## config.mk

```make
export PLATFORM = sky130hd
export DESIGN_NAME = rv_bus_arb_flat
export DESIGN_NICKNAME = d
export VERILOG_FILES = /design/src/rtl/rv_bus_arb_if.sv /design/src/rtl/rv_bus_arb.sv /design/src/flat_wrapper.sv
export SDC_FILE = /design/constraint.sdc
export NUM_CORES = 1
export LEC_CHECK = 0
export ABC_AREA = 1
export BUFFER_PORTS_ARGS = -buffer_cell sky130_fd_sc_hd__buf_2
export CAP_MARGIN = 20
export CORE_AREA = 2 2 109 111
export CTS_CLUSTER_SIZE = 16
export DETAILED_ROUTE_END_ITERATION = 10
export DIE_AREA = 0 0 111 113
export GPL_TIMING_DRIVEN = 0
export PLACE_DENSITY = 0.8
export SLEW_MARGIN = 40
export SYNTH_ARGS = -nofsm -noshare
export SYNTH_HDL_FRONTEND = slang
export SYNTH_SLANG_ARGS = --single-unit
```

## constraint.sdc

```tcl
create_clock -name i_clk -period 1.5 [get_ports i_clk]
set_clock_uncertainty 0.05 [all_clocks]
set_input_delay 0.075 -clock i_clk [delete_from_list [all_inputs] [get_ports i_clk]]
set_output_delay 0.075 -clock i_clk [all_outputs]
set_load 0.005 [all_outputs]
```

## src/rtl/rv_bus_arb_if.sv

```systemverilog
// Signal bundle for rv_bus_arb: fetch port, LSU port, pipeline redirect and the shared
// memory bus port.
//   slave  : seen from the arbiter (takes requests and bus responses, drives acks,
//            valids, read data and the bus address phase)
//   master : seen from the environment (requesters and bus model)
interface rv_bus_arb_if #(
    parameter int unsigned ADDR_W = 32,
    parameter int unsigned DATA_W = 32
);
    // pipeline redirect
    logic                  i_pc_change;
    // fetch port
    logic                  i_inst_req;
    logic [ADDR_W-1:0]     i_inst_addr;
    logic                  o_inst_ack;
    logic                  o_inst_valid;
    logic [DATA_W-1:0]     o_inst_data;
    // LSU port
    logic                  i_data_req;
    logic [ADDR_W-1:0]     i_data_addr;
    logic                  i_data_we;
    logic [DATA_W/8-1:0]   i_data_be;
    logic [DATA_W-1:0]     i_data_wdata;
    logic                  o_data_ack;
    logic                  o_data_valid;
    logic [DATA_W-1:0]     o_data_rdata;
    // memory bus port
    logic                  o_bus_req;
    logic [ADDR_W-1:0]     o_bus_addr;
    logic                  o_bus_we;
    logic [DATA_W/8-1:0]   o_bus_be;
    logic [DATA_W-1:0]     o_bus_wdata;
    logic                  i_bus_ack;
    logic                  i_bus_valid;
    logic [DATA_W-1:0]     i_bus_rdata;

    modport slave (
        input  i_pc_change,
        input  i_inst_req, i_inst_addr,
        output o_inst_ack, o_inst_valid, o_inst_data,
        input  i_data_req, i_data_addr, i_data_we, i_data_be, i_data_wdata,
        output o_data_ack, o_data_valid, o_data_rdata,
        output o_bus_req, o_bus_addr, o_bus_we, o_bus_be, o_bus_wdata,
        input  i_bus_ack, i_bus_valid, i_bus_rdata
    );

    modport master (
        output i_pc_change,
        output i_inst_req, i_inst_addr,
        input  o_inst_ack, o_inst_valid, o_inst_data,
        output i_data_req, i_data_addr, i_data_we, i_data_be, i_data_wdata,
        input  o_data_ack, o_data_valid, o_data_rdata,
        input  o_bus_req, o_bus_addr, o_bus_we, o_bus_be, o_bus_wdata,
        output i_bus_ack, i_bus_valid, i_bus_rdata
    );
endinterface

```

## src/rtl/rv_bus_arb.sv

```systemverilog
// rv_bus_arb: shares one memory bus port between the fetch unit (read-only) and the LSU.
// One outstanding transaction at a time (IDLE -> ADDR -> RESP -> IDLE). Data wins
// arbitration unless fetch has waited through STARVE_LIMIT consecutive data grants.
// A pipeline redirect drops the response of an in-flight fetch.
// Ports:
//   i_clk    : clock, rising edge
//   i_reset  : synchronous reset, active-high
//   bus      : rv_bus_arb_if.slave (fetch, LSU, redirect and memory bus signals)
module rv_bus_arb #(
    parameter int unsigned ADDR_W       = 32,
    parameter int unsigned DATA_W       = 32,
    parameter int unsigned STARVE_LIMIT = 4
) (
    input logic         i_clk,
    input logic         i_reset,
    rv_bus_arb_if.slave bus
);
    localparam int unsigned BE_W = DATA_W / 8;
    localparam int unsigned CNT_W = $clog2(STARVE_LIMIT + 1);
    localparam logic [CNT_W-1:0] LIMIT = CNT_W'(STARVE_LIMIT);

    typedef enum logic [1:0] {StIdle, StAddr, StResp} state_e;
    typedef enum logic {OwnInst, OwnData} owner_e;

    state_e            state_q, state_d;
    owner_e            owner_q, owner_d;
    logic              drop_q, drop_d;
    logic [CNT_W-1:0]  starve_q, starve_d;
    logic              bus_req_q, bus_req_d;
    logic [ADDR_W-1:0] bus_addr_q, bus_addr_d;
    logic              bus_we_q, bus_we_d;
    logic [BE_W-1:0]   bus_be_q, bus_be_d;
    logic [DATA_W-1:0] bus_wdata_q, bus_wdata_d;

    logic grant_inst, grant_data, complete;
    logic inst_ack, data_ack, inst_valid, data_valid;

    always_comb begin
        state_d     = state_q;
        owner_d     = owner_q;
        drop_d      = drop_q;
        starve_d    = starve_q;
        bus_req_d   = bus_req_q;
        bus_addr_d  = bus_addr_q;
        bus_we_d    = bus_we_q;
        bus_be_d    = bus_be_q;
        bus_wdata_d = bus_wdata_q;
        grant_inst  = 1'b0;
        grant_data  = 1'b0;
        complete    = 1'b0;
        inst_ack    = 1'b0;
        data_ack    = 1'b0;
        inst_valid  = 1'b0;
        data_valid  = 1'b0;

        unique case (state_q)
            StIdle: begin
                grant_inst = bus.i_inst_req & ~bus.i_pc_change &
                             (~bus.i_data_req | (starve_q == LIMIT));
                grant_data = ~grant_inst & bus.i_data_req;
                if (grant_inst) begin
                    owner_d     = OwnInst;
                    bus_addr_d  = bus.i_inst_addr;
                    bus_we_d    = 1'b0;
                    bus_be_d    = '1;
                    bus_wdata_d = '0;
                    bus_req_d   = 1'b1;
                    state_d     = StAddr;
                end else if (grant_data) begin
                    owner_d     = OwnData;
                    bus_addr_d  = bus.i_data_addr;
                    bus_we_d    = bus.i_data_we;
                    bus_be_d    = bus.i_data_be;
                    bus_wdata_d = bus.i_data_wdata;
                    bus_req_d   = 1'b1;
                    state_d     = StAddr;
                end
            end
            StAddr: begin
                if (bus.i_bus_ack) begin
                    inst_ack  = (owner_q == OwnInst);
                    data_ack  = (owner_q == OwnData);
                    bus_req_d = 1'b0;
                    complete  = bus.i_bus_valid;
                    state_d   = bus.i_bus_valid ? StIdle : StResp;
                end
            end
            StResp: begin
                if (bus.i_bus_valid) begin
                    complete = 1'b1;
                    state_d  = StIdle;
                end
            end
            default: state_d = StIdle;
        endcase

        // A redirect in the valid cycle itself must already suppress the response.
        if (complete) begin
            inst_valid = (owner_q == OwnInst) & ~(drop_q | bus.i_pc_change);
            data_valid = (owner_q == OwnData);
        end

        if ((owner_q == OwnInst) && (state_q != StIdle) && bus.i_pc_change) begin
            drop_d = 1'b1;
        end
        if (state_d == StIdle) begin
            drop_d = 1'b0;
        end

        if (!bus.i_inst_req || grant_inst) begin
            starve_d = '0;
        end else if (grant_data && (starve_q != LIMIT)) begin
            starve_d = starve_q + 1'b1;
        end
    end

    always_ff @(posedge i_clk) begin
        if (i_reset) begin
            state_q     <= StIdle;
            owner_q     <= OwnInst;
            drop_q      <= 1'b0;
            starve_q    <= '0;
            bus_req_q   <= 1'b0;
            bus_addr_q  <= '0;
            bus_we_q    <= 1'b0;
            bus_be_q    <= '0;
            bus_wdata_q <= '0;
        end else begin
            state_q     <= state_d;
            owner_q     <= owner_d;
            drop_q      <= drop_d;
            starve_q    <= starve_d;
            bus_req_q   <= bus_req_d;
            bus_addr_q  <= bus_addr_d;
            bus_we_q    <= bus_we_d;
            bus_be_q    <= bus_be_d;
            bus_wdata_q <= bus_wdata_d;
        end
    end

    assign bus.o_bus_req    = bus_req_q;
    assign bus.o_bus_addr   = bus_addr_q;
    assign bus.o_bus_we     = bus_we_q;
    assign bus.o_bus_be     = bus_be_q;
    assign bus.o_bus_wdata  = bus_wdata_q;
    assign bus.o_inst_ack   = inst_ack;
    assign bus.o_data_ack   = data_ack;
    assign bus.o_inst_valid = inst_valid;
    assign bus.o_data_valid = data_valid;
    assign bus.o_inst_data  = bus.i_bus_rdata;
    assign bus.o_data_rdata = bus.i_bus_rdata;
endmodule
```

## src/flat_wrapper.sv

```systemverilog
// flat-port wrapper written by rule: the top's interface ports become plain ports
module rv_bus_arb_flat 
#(
    parameter int unsigned ADDR_W       = 32,
    parameter int unsigned DATA_W       = 32,
    parameter int unsigned STARVE_LIMIT = 4
)
  (i_clk, i_reset, bus_i_pc_change, bus_i_inst_req, bus_i_inst_addr, bus_o_inst_ack, bus_o_inst_valid, bus_o_inst_data, bus_i_data_req, bus_i_data_addr, bus_i_data_we, bus_i_data_be, bus_i_data_wdata, bus_o_data_ack, bus_o_data_valid, bus_o_data_rdata, bus_o_bus_req, bus_o_bus_addr, bus_o_bus_we, bus_o_bus_be, bus_o_bus_wdata, bus_i_bus_ack, bus_i_bus_valid, bus_i_bus_rdata);
  rv_bus_arb_if #(.ADDR_W(ADDR_W), .DATA_W(DATA_W)) bus_i ();
  input logic i_clk;
  input logic i_reset;
  input wire logic [$bits(bus_i.i_pc_change)-1:0] bus_i_pc_change;
  input wire logic [$bits(bus_i.i_inst_req)-1:0] bus_i_inst_req;
  input wire logic [$bits(bus_i.i_inst_addr)-1:0] bus_i_inst_addr;
  output wire logic [$bits(bus_i.o_inst_ack)-1:0] bus_o_inst_ack;
  output wire logic [$bits(bus_i.o_inst_valid)-1:0] bus_o_inst_valid;
  output wire logic [$bits(bus_i.o_inst_data)-1:0] bus_o_inst_data;
  input wire logic [$bits(bus_i.i_data_req)-1:0] bus_i_data_req;
  input wire logic [$bits(bus_i.i_data_addr)-1:0] bus_i_data_addr;
  input wire logic [$bits(bus_i.i_data_we)-1:0] bus_i_data_we;
  input wire logic [$bits(bus_i.i_data_be)-1:0] bus_i_data_be;
  input wire logic [$bits(bus_i.i_data_wdata)-1:0] bus_i_data_wdata;
  output wire logic [$bits(bus_i.o_data_ack)-1:0] bus_o_data_ack;
  output wire logic [$bits(bus_i.o_data_valid)-1:0] bus_o_data_valid;
  output wire logic [$bits(bus_i.o_data_rdata)-1:0] bus_o_data_rdata;
  output wire logic [$bits(bus_i.o_bus_req)-1:0] bus_o_bus_req;
  output wire logic [$bits(bus_i.o_bus_addr)-1:0] bus_o_bus_addr;
  output wire logic [$bits(bus_i.o_bus_we)-1:0] bus_o_bus_we;
  output wire logic [$bits(bus_i.o_bus_be)-1:0] bus_o_bus_be;
  output wire logic [$bits(bus_i.o_bus_wdata)-1:0] bus_o_bus_wdata;
  input wire logic [$bits(bus_i.i_bus_ack)-1:0] bus_i_bus_ack;
  input wire logic [$bits(bus_i.i_bus_valid)-1:0] bus_i_bus_valid;
  input wire logic [$bits(bus_i.i_bus_rdata)-1:0] bus_i_bus_rdata;
  assign bus_i.i_pc_change = bus_i_pc_change;
  assign bus_i.i_inst_req = bus_i_inst_req;
  assign bus_i.i_inst_addr = bus_i_inst_addr;
  assign bus_o_inst_ack = bus_i.o_inst_ack;
  assign bus_o_inst_valid = bus_i.o_inst_valid;
  assign bus_o_inst_data = bus_i.o_inst_data;
  assign bus_i.i_data_req = bus_i_data_req;
  assign bus_i.i_data_addr = bus_i_data_addr;
  assign bus_i.i_data_we = bus_i_data_we;
  assign bus_i.i_data_be = bus_i_data_be;
  assign bus_i.i_data_wdata = bus_i_data_wdata;
  assign bus_o_data_ack = bus_i.o_data_ack;
  assign bus_o_data_valid = bus_i.o_data_valid;
  assign bus_o_data_rdata = bus_i.o_data_rdata;
  assign bus_o_bus_req = bus_i.o_bus_req;
  assign bus_o_bus_addr = bus_i.o_bus_addr;
  assign bus_o_bus_we = bus_i.o_bus_we;
  assign bus_o_bus_be = bus_i.o_bus_be;
  assign bus_o_bus_wdata = bus_i.o_bus_wdata;
  assign bus_i.i_bus_ack = bus_i_bus_ack;
  assign bus_i.i_bus_valid = bus_i_bus_valid;
  assign bus_i.i_bus_rdata = bus_i_bus_rdata;
  rv_bus_arb #(.ADDR_W(ADDR_W), .DATA_W(DATA_W), .STARVE_LIMIT(STARVE_LIMIT)) u_core (.i_clk(i_clk), .i_reset(i_reset), .bus(bus_i));
endmodule
```

==> impl_results.md, run 1 <==
- CP Cell Sequence: inv_4 -> ha_4 -> nand2_4 -> inv_2 -> o211ai_1 -> nor2_1 -> buf_2
- Yosys top cell by area: dfxtp_1
- Final Setup Violations: 0
- Cell count of the worst hold path: 5
- Post-Synthesis Cells: 583
- Worst Path Max Fanout: 3
- Clock buffer depth: 2
- Hold Startpoint: bus_i_data_addr[8]
- Placer Congestion: 0.8476
- Crit-path leading delay family: flip-flops
- Reg-to-reg startpoint: u_core.starve_q[0]$_SDFFE_PP0P_
- CTS tree: built
- Via count: 4745
- Slew Limit Fails: 0
- Total GRT Usage: 20.89%
- Vias in the first global route: 4593
- Final WS setup: 0.01830 ns
- Drt initial violations: 349
- Type of origin of the critical path: register
- Detailed-route wire length per cell: 13.47 um
- Die width: 111 um
- Worst Path Class, Setup: reg -> out
- Max stage delay on crit path: 0.35 ns
- Inserted Clock Buffers: 9
- Peak VDD IR: 0.0006032 V
- Final Util: 58.34%
- CP arrival: 1.36 ns
- Post-DR vias/cell: 4.567
- Status: finished clean
- Final hold viol count: 0
- RSZ-0062 raised after global routing: yes
- Chip height: 113 um
- Slew @ Worst Pin: 0.5585 ns
- Clk slew on worst S/H paths: 0.06 ns
- Netlist Area Pre-Place: 3984 sq um
- P&R area growth vs syn: 65.08%
- Worst R2R Path Depth: 8
- Highest Signal Layer: met4
- First-pass GRT wire length: 21340 um
- Number of synthesized register bits: 77
- Critical R2R Capture: u_core.starve_q[1]$_SDFFE_PP0P_
- Crit path capture type: primary output
- DRC: 0
- Synth Flop Type: dfxtp_1
- Slowest CP cell: dfxtp_2
- WHS Endpoint: u_core.bus.o_bus_addr[8]$_SDFFE_PP0P_
- Critical Path RT: 1.37 ns
- Final #Nets: 1037
- Wire length on met1: 5804 um
- Syn avg cell area: 6.833 sq um
- Post-synth EDFFs: 0
- Period minus WS final: 1.482 ns
- Max Clk Rate: 0.6749 GHz
- Synth unique cells: 22
- Mapped Nets: 729
- Worst slew margin: 62.73%
- Layout cells sized above 1: 44.64%
- GRT overflow: 0
- Worst hold slack: 0.006274 ns
- Asr flop ratio synth: 0%
- Die area: 12540 sq um
- Seq/Total Area, Yosys: 38.69%
- PD cells: 1000 nW/um^2
- H-tree Lvls: 3
- CTS sink count: 77
- First-pass iteration count of the detailed router: 4
- Sequential cell area: 1549 sq um
- Flop2flop setup slack: 0.04 ns
- Area occupied by multi-input gates: 1793 sq um
- Clock Tree Root: clkbuf_16
- Period utilization: 98.78%
- I/O Buffers: 244
- Post-Place Worst Slack: -0.5017 ns
- Top post-synthesis cells by area: dfxtp_1, nand3_1, buf_4
- Leak: 3.601 nW
- Synth warn: 0
- Top cells by count, synth: nand2_1, nand3_1, nor2_1
- Final Routed Wirelength: 14000 um
- Detail Route Antenna Nets: 0
- Min-Delay Path Class: in -> reg
- Clk Latency, worst-skew pair: 0.32 ns
- Met2 WL: 7035 um
- Antenna Cells: 0
- CP Buf/Inv Count: 3
- # fillers: 1066
- # IOs: 278
- Core area: 11270 sq um
- MaxCap Viol Count: 0
- Largest net degree at the start of global routing: 14
- Initial core utilization: 35.34%
- Initial antenna violation count: 0
- Detail Route met3 WL: 822 um
- Std-Cell Rows: 39
- Yosys top cell area share: 38.69%
- Most numerous cell in the Yosys netlist: nand2_1
- Hpwl dp: 9715 um
-- timing repair --
action                     CTS  global route
setup endpoints to repair   75            71
hold buffers                41             1
pin swaps                    9            13
gates cloned                 1             1
hold endpoints to repair    41             1
resized for setup           57            45
setup buffers                7             2
-- state kept, by name (all words and copies together) (netlist names) --
register	count
u_core.owner_q	1
u_core.bus.o_bus_addr	32
u_core.drop_q	1
u_core.state_q	2
u_core.bus.o_bus_wdata	32
u_core.bus.o_bus_be	4
u_core.starve_q	3
u_core.bus.o_bus_we	1
u_core.bus.o_bus_req	1
-- per-layer routing --
| layer | global-route usage [%] | vias up |
|---|---|---|
| met5 | 0 | - |
| met4 | 8.500 | 0 |
| met3 | 4.071 | 28 |
| met2 | 38.61 | 213 |
| met1 | 23.64 | 2113 |
| li1 | - | 2391 |
-- metrics by stage --
stage	setup TNS, ns	instance area [sq um]	total power [W]	cells
2_1_floorplan	0	3984	0.003258	583
3_3_place_gp	-27.40	5384	0.003868	970
3_5_place_dp	-30.13	5384	0.003897	970
4_1_cts	-0.02022	6372	0.006479	1035
5_1_grt	-0.8053	6576	0.006958	1039
6_report	0	6576	0.006577	1039
-- worst max path at each step --
stage	start	end	slack [ns]	depth (start not counted)
floorplan	u_core.starve_q[0]$_SDFFE_PP0P_	u_core.bus.o_bus_wdata[10]$_SDFFE_PP0P_	0.03	9
CTS	u_core.starve_q[1]$_SDFFE_PP0P_	u_core.starve_q[1]$_SDFFE_PP0P_	-0.02	8
global route	u_core.starve_q[0]$_SDFFE_PP0P_	u_core.starve_q[1]$_SDFFE_PP0P_	-0.09	8
finish	u_core.state_q[1]$_SDFF_PP0_	bus_o_inst_valid	0.02	7
detailed placement	u_core.starve_q[0]$_SDFFE_PP0P_	u_core.bus.o_bus_wdata[22]$_SDFFE_PP0P_	-0.50	9
global placement	u_core.starve_q[0]$_SDFFE_PP0P_	u_core.bus.o_bus_wdata[2]$_SDFFE_PP0P_	-0.47	9
-- layout by cell type (no fill, tap or decap), types with 3 or more instances in the layout --
| cell type | synthesis | routed |
|---|---|---|
| a21oi_2 | 0 | 4 |
| buf_4 | 66 | 73 |
| ha_4 | 0 | 3 |
| dfxtp_1 | 77 | 73 |
| o21ai_1 | 4 | 4 |
| buf_6 | 2 | 11 |
| nand2_8 | 0 | 3 |
| nand3_2 | 0 | 7 |
| buf_12 | 0 | 4 |
| clkbuf_2 | 0 | 3 |
| clkbuf_16 | 0 | 10 |
| nand3_1 | 101 | 94 |
| nor2_1 | 84 | 78 |
| clkbuf_1 | 15 | 10 |
| inv_2 | 2 | 4 |
| nor2_2 | 1 | 5 |
| nand2_4 | 0 | 3 |
| dlygate4sd3_1 | 0 | 42 |
| nand2_1 | 115 | 110 |
| buf_2 | 12 | 250 |
| inv_1 | 47 | 42 |
| dfxtp_2 | 0 | 3 |
| a21oi_1 | 36 | 32 |
-- kinds of logic (layout without fill, tap and decap cells) --
family,count (synthesis),count (layout),synth area share [%]
compound gates,46,46,5.999
xor+xnor,2,2,0.4398
fa+ha+maj,6,6,1.884
buf+inv,148,461,20.92
flops,77,77,38.69
simple gates,304,304,32.07
-- report_power, final --
group          internal, W  leakage (nW)  switching [W]  total, W
registers          0.00227         0.638       0.000120   0.00239
clock network      0.00151         0.160       0.000867   0.00238
logic             0.000923          2.80       0.000889   0.00181
-- layout make-up --
type | instances | share of cell area (%)
plain buffers | 99 | 11.78
clock buffers | 11 | 3.691
clock inverters | 5 | 1.256
inverters | 49 | 2.949
multi-input cells | 358 | 27.26
flip-flops and latches | 77 | 23.55
well taps | 143 | 2.721
repair buffers | 297 | 26.79
-- worst register-to-register path, stage by stage (launching register included) --
cell	delay, ns
dfxtp_2	0.32
inv_2	0.08
ha_4	0.14
nand2_4	0.06
nand2_8	0.09
nand2_8	0.08
buf_12	0.17
o211ai_1	0.27
nor2_1	0.07
No activity file was read; power rests on OpenSTA's default activity.
==> inputs of run 2 (changes only) <==
Settings changed: BUFFER_PORTS_ARGS -buffer_cell sky130_fd_sc_hd__buf_2 to not set, CORE_AREA 2 2 109 111 to 2 2 107 109, CTS_BUF_LIST set to sky130_fd_sc_hd__clkbuf_16, DIE_AREA 0 0 111 113 to 0 0 109 111, DONT_BUFFER_PORTS set to 1, PLACE_DENSITY 0.8 to 0.59.
==> run 2 against run 1 <==
  * Die area is 3.5% lower
  * Cell count is 17% lower
  * Register-to-register slack worse by 0.03 ns
  * Final area is 9.9% lower
  * Critical endpoint is now u_core.starve_q[2]$_SDFFE_PP0P_
  * Largest power group unchanged
==> impl_results.md, run 2 (synthesis results as in run 1) <==
- Hold Startpoint: bus_i_bus_valid
- Status: finished clean
- Layout cells sized above 1: 21.09% (-24 points)
- P&R area growth vs syn: 48.71%
- Clk Latency, worst-skew pair: 0.34 ns (+0.02 ns)
- Period utilization: 99.62% (+0.84 points)
- GRT overflow: 0 (unchanged)
- Hpwl dp: 9023 um (-7.1%)
- Commonest non-fill, non-tap cell in the layout: nand2_1
- Inserted Clock Buffers: 9 (unchanged)
- MaxCap Viol Count: 0 (unchanged)
- Max Clk Rate: 0.6692 GHz (-0.84%)
- CP Buf/Inv Count: 2 (-1)
- # IOs: 278 (unchanged)
- Reg-to-reg startpoint: u_core.starve_q[0]$_SDFFE_PP0P_
- Post-DR vias/cell: 4.953 (+8.5%)
- Final Util: 53.48% (-4.9 points)
- Initial core utilization: 35.97% (+0.62 points)
- Slowest CP cell: dfxtp_2
- Std-Cell Rows: 39 (unchanged)
- Post-Place Worst Slack: -0.5294 ns (-0.02775 ns)
- Cell count of the worst hold path: 5 (unchanged)
- CP arrival: 1.66 ns (+0.30 ns)
- First-pass GRT wire length: 20160 um (-5.5%)
- Core area: 11080 sq um (-1.7%)
- Initial antenna violation count: 0 (unchanged)
- Vias in the first global route: 4090 (-11%)
- PD cells: 1020 nW/um^2 (+2.0%)
- Placer Congestion: 0.8442 (-0.40%)
- Final #Nets: 857 (-17%)
- Clock Tree Root: clkbuf_16
- Chip height: 111 um (-1.8%)
- Slew Limit Fails: 0 (unchanged)
- Crit-path leading delay family: flip-flops
- Min-Delay Path Class: in -> reg
- Worst R2R Path Depth: 8 (unchanged)
- Type of origin of the critical path: register
- Most frequent cells in the layout: nand2_1, dlygate4sd3_1, nand3_1
- Peak VDD IR: 0.0006077 V (+0.75%)
- Slew @ Worst Pin: 0.5682 ns (+0.009742 ns)
- Critical Path RT: 1.66 ns (+0.29 ns)
- Clock buffer depth: 2 (unchanged)
- Period minus WS final: 1.494 ns (+0.01258 ns)
- Leak: 2.800 nW (-22%)
- Final Routed Wirelength: 13520 um (-3.4%)
- Crit path capture type: register
- Worst Path Max Fanout: 5 (+2)
- Flop2flop setup slack: 0.006 ns (-0.03 ns)
- Largest net degree at the start of global routing: 16 (+2)
- Total GRT Usage: 21.29% (+0.40 points)
- Worst slew margin: 62.08% (-0.65 points)
- CP most frequent cell: nand2_8
- Antenna Cells: 0 (unchanged)
- Via count: 4255 (-10%)
- DRC: 0 (unchanged)
- Die area: 12100 sq um (-3.5%)
- Final hold viol count: 0 (unchanged)
- First-pass iteration count of the detailed router: 5 (+1)
- I/O Buffers: 0 (-100%)
- Clk slew on worst S/H paths: 0.06 ns (about the same)
- Tot Pwr: 0.006041 W (-8.2%)
- Critical R2R Capture: u_core.starve_q[2]$_SDFFE_PP0P_
- Detail Route Antenna Nets: 0 (unchanged)
- WHS Endpoint: u_core.state_q[1]$_SDFF_PP0_
- Drt initial violations: 261 (-25%)
- Detailed-route wire length per cell: 15.73 um (+17%)
- Worst Path Class, Setup: reg -> reg
- CP Cell Sequence: inv_2 -> ha_4 -> nand2_4 -> nand2_8 -> nand2_8 -> buf_8 -> o211ai_1 -> nor2_1
- CTS tree: built
- RSZ-0062 raised after global routing: yes
- Die width: 109 um (-1.8%)
- Final WS setup: 0.005722 ns (-0.01258 ns)
- Final Setup Violations: 0 (unchanged)
- CTS sink count: 77 (unchanged)
- Max stage delay on crit path: 0.32 ns (-0.03 ns)
- H-tree Lvls: 3 (unchanged)
## run 2: cell count changes in the layout (fill, tap and decap cells not counted), moves of 3 or more
cell and change:
buf_2 -245, buf_8 +4, clkinvlp_4 +3, dlygate4sd3_1 +63, nor2_1 +5, nor2_2 -4
## run 2: report_power, final
part	internal (W)	switching [W]	total, W
combinational	0.000750	0.000746	0.00150
sequential	0.00227	0.000189	0.00246
clock	0.00114	0.000946	0.00209
total	0.00416	0.00188	0.00604
## run 2: timing repair
item | 4_1_cts | 5_1_grt
setup endpoints to repair | 75 | 73
hold buffers | 105 | 0
endpoints found under the hold margin | 74 | 0
buffers inserted | 5 | 5
resized for setup | 52 | 38
pin swaps | 10 | 12
cloned | 1 | 1
## run 2: final cells by class
cell class / count / area [sq um]
multi-input combinational: 358 / 1767
fill: 977 / 5152
inverter: 49 / 191.4
buffer: 99 / 759.5
timing repair buffer: 117 / 1196
clock buffer: 9 / 225.2
sequential: 77 / 1549
tap: 143 / 178.9
clock inverter: 7 / 57.56
## run 2: layer usage
metal / GRT usage, % / wire length [um] / vias up
met1: 22.28 / 4877 / 1946
met5: 0 / 0 / -
met3: 5.467 / 1193 / 32
met4: 9.060 / 320 / 0
met2: 39.21 / 7125 / 243
li1: - / - / 2034
## run 2: tightest hold or removal path, cell delays in order
cell and delay [ns]:
inv_1 0.03, nand3_1 0.06, a21boi_0 0.07, nand2_1 0.08, inv_1 0.04
## run 2: per-stage QoR
step                hold slack (ns)  cells  area (sq um)  TNS (ns)
global placement             0.1673    726          4163    -25.83
CTS                       0.0008256    853          5722  -0.05473
detailed placement           0.1725    726          4163    -29.18
global route                0.04182    859          5924   -0.3038
finish                     0.009656    859          5924         0
floorplan                    0.1599    583          3984         0
## run 2: worst max path at each step
stage	from	end	slack, ns	cells after the start
5_1_grt	u_core.starve_q[0]$_SDFFE_PP0P_	u_core.starve_q[1]$_SDFFE_PP0P_	-0.08	8
2_1_floorplan	u_core.starve_q[0]$_SDFFE_PP0P_	u_core.bus.o_bus_wdata[10]$_SDFFE_PP0P_	0.03	9
3_5_place_dp	u_core.starve_q[0]$_SDFFE_PP0P_	u_core.bus.o_bus_addr[29]$_SDFFE_PP0P_	-0.53	10
3_3_place_gp	u_core.starve_q[0]$_SDFFE_PP0P_	u_core.bus.o_bus_addr[30]$_SDFFE_PP0P_	-0.48	10
6_report	u_core.starve_q[0]$_SDFFE_PP0P_	u_core.starve_q[2]$_SDFFE_PP0P_	0.006	8
4_1_cts	u_core.starve_q[1]$_SDFFE_PP0P_	u_core.starve_q[1]$_SDFFE_PP0P_	-0.03	8
==> inputs of run 3 (changes only) <==
Settings changed: GPL_TIMING_DRIVEN 0 to not set.
==> run 3 against run 2 <==
  * The run now ends with hold timing, setup timing left
  * Highest routed layer unchanged
  * Worst setup slack got worse by 0.024 ns
  * Critical endpoint is now bus_o_data_valid
  * Combinational power decreased by 27%
  * Register-to-register slack improved by 0.03 ns
==> impl_results.md, run 3 (synthesis results as in run 1) <==
- Min-Delay Path Class: in -> reg
- Post-DR vias/cell: 5.009 (+1.1%)
- CTS tree: built
- Antenna Cells: 0 (unchanged)
- Flop2flop setup slack: 0.04 ns (+0.03 ns)
- Clock Tree Root: clkbuf_16
- CP arrival: 1.39 ns (-0.27 ns)
- P&R area growth vs syn: 11.40%
- Worst hold slack: -0.2230 ns (-0.2327 ns)
- Clock buffer depth: 2 (unchanged)
- # fillers: 1129 (+16%)
- Initial antenna violation count: 0 (unchanged)
- RSZ-0062 raised after global routing: yes
- Area occupied by multi-input gates: 1693 sq um (-4.2%)
- Sequential Power Share: 41.5% (+0.8 points)
- Design area: 4438 sq um (-25%)
- Max Clk Rate: 0.6588 GHz (-1.6%)
- Post-Place Worst Slack: -0.08160 ns (+0.4478 ns)
- Largest net degree at the start of global routing: 70 (+54)
- MaxCap Viol Count: 0 (unchanged)
- Hold Startpoint: i_reset
- Placer Congestion: 0.8292 (-1.8%)
- Chip height: 111 um (unchanged)
- Slew Limit Fails: 0 (unchanged)
- Final WS setup: -0.01803 ns (-0.02375 ns)
- Net Sw Frac: 28.52% (-2.6 points)
- Power share of the clock group: 40.1% (+5.6 points)
- Type of origin of the critical path: register
- Period minus WS final: 1.518 ns (+0.02375 ns)
- Pint: 0.004211 W (+1.2%)
- Post-CTS Hold Buffers: 10 (-90%)
- Std-Cell Rows: 39 (unchanged)
- Die width: 109 um (unchanged)
- WHS Endpoint: u_core.bus.o_bus_wdata[26]$_SDFFE_PP0P_
- Commonest non-fill, non-tap cell in the layout: nand2_1
- Worst Path Class, Setup: reg -> out
- Detailed-route wire length per cell: 16.90 um (+7.4%)
- Placed inst area: 3726 sq um (-10%)
- Failing checks: hold timing, setup timing
- Die area: 12100 sq um (unchanged)
- Status: complete, but fails checks
- CTS sink count: 77 (unchanged)
- PD cells: 1327 nW/um^2 (+30%)
- First-pass GRT wire length: 15460 um (-23%)
- Most frequent cells in the layout: nand2_1, nand3_1, nor2_1
- I/O Buffers: 0 (unchanged)
- Clk slew on worst S/H paths: 0.06 ns (about the same)
- Final Routed Wirelength: 11500 um (-15%)
- Final hold viol count: 68 (+68)
- Peak VDD IR: 0.0007831 V (+29%)
- Inserted Clock Buffers: 9 (unchanged)
- Via count: 3406 (-20%)
- Layout cells sized above 1: 12.29% (-8.8 points)
- # IOs: 278 (unchanged)
- Worst Path Max Fanout: 4 (-1)
- Period utilization: 101.2% (+1.6 points)
- Hpwl dp: 7458 um (-17%)
- Detail Route Antenna Nets: 0 (unchanged)
- Critical R2R Capture: u_core.bus.o_bus_addr[18]$_SDFFE_PP0P_
- Total GRT Usage: 16.82% (-4.5 points)
- H-tree Lvls: 3 (unchanged)
- Slew @ Worst Pin: 0.3540 ns (-0.2142 ns)
- Final #Nets: 678 (-21%)
- Core area: 11080 sq um (unchanged)
- Logic gate share of total power: 18.5% (-6.3 points)
- Vias in the first global route: 3035 (-26%)
- GRT overflow: 0 (unchanged)
- Sequential cell area: 1546 sq um (-0.16%)
- Crit path capture type: primary output
- Worst slew margin: 76.38% (+14 points)
- Leak: 2.090 nW (-25%)
- Drt initial violations: 171 (-34%)
- Worst R2R Path Depth: 10 (+2)
- Final Setup Violations: 1 (+1)
- NetSw: 0.001680 W (-11%)
- Initial core utilization: 35.97% (unchanged)
- Critical Path RT: 1.37 ns (-0.29 ns)
- DRC: 0 (unchanged)
- Cell count of the worst hold path: 1 (-4)
- Reg-to-reg startpoint: u_core.starve_q[1]$_SDFFE_PP0P_
- Crit path from: u_core.state_q[0]$_SDFF_PP0_
- Clk Latency, worst-skew pair: 0.33 ns (about the same)
- First-pass iteration count of the detailed router: 4 (-1)
## run 3: changes by cell type in the layout (fill, tap and decap cells not counted), moves of 5 or more
cell / before / now
nand3_2: 6 / 0
nand3_1: 95 / 101
buf_2: 5 / 0
clkbuf_1: 9 / 0
buf_4: 74 / 11
buf_6: 9 / 4
dlygate4sd3_1: 105 / 10
## run 3: power groups by stage
stage               combinational [W]  clock (W)  sequential (W)
global route                  0.00122    0.00251         0.00247
global placement             0.000835          0         0.00249
CTS                          0.000917    0.00244         0.00244
finish                        0.00109    0.00236         0.00244
floorplan                    0.000824          0         0.00243
detailed placement           0.000869          0         0.00249
## run 3: worst max-delay path by stage
stage | endpoint | slack, ns
detailed placement | u_core.starve_q[2]$_SDFFE_PP0P_ | -0.08
floorplan | u_core.bus.o_bus_wdata[10]$_SDFFE_PP0P_ | 0.03
CTS | bus_o_inst_valid | -0.02
finish | bus_o_data_valid | -0.02
global placement | u_core.starve_q[2]$_SDFFE_PP0P_ | -0.02
global route | u_core.bus.o_bus_addr[21]$_SDFFE_PP0P_ | -0.07
## run 3: critical path, cell delays in order, from the launching register on
cell	delay [ns]
dfxtp_2	0.32
buf_6	0.11
ha_4	0.17
nand2_2	0.09
inv_2	0.03
o211ai_1	0.22
nor2_1	0.12
## run 3: timing repair
| action | 4_1_cts | 5_1_grt |
|---|---|---|
| endpoints found under the setup margin | 14 | 77 |
| pin swaps | 3 | 9 |
| resized for setup | 8 | 24 |
| setup buffers | 1 | 1 |
| cloned | 1 | 6 |
| hold endpoints to repair | 77 | 69 |
## run 3: stage by stage
| step | power (W) | instances | utilization [%] | TNS (ns) |
|---|---|---|---|---|
| global placement | 0.003320 | 645 | 33.64 | -0.02241 |
| detailed placement | 0.003357 | 645 | 33.64 | -0.3515 |
| finish | 0.005891 | 680 | 40.07 | -0.01803 |
| CTS | 0.005797 | 673 | 38.03 | -0.03652 |
| global route | 0.006206 | 680 | 40.07 | -0.5441 |
| floorplan | 0.003258 | 583 | - | 0 |
## run 3: cell type report
class	instances	area share, %
clock buffers	9	5.075
clock inverters	7	2.199
inverters	49	4.314
multi-input cells	358	38.14
flip-flops and latches	77	34.85
well taps	143	4.032
repair buffers	37	11.39
## run 3: routing by layer
metal	part of all wire, %	routed length, um	GRT usage, %
met4	3.1	359	9.487
met2	49	5685	29.19
met3	11	1259	5.585
met5	0	0	0
met1	36	4190	17.39
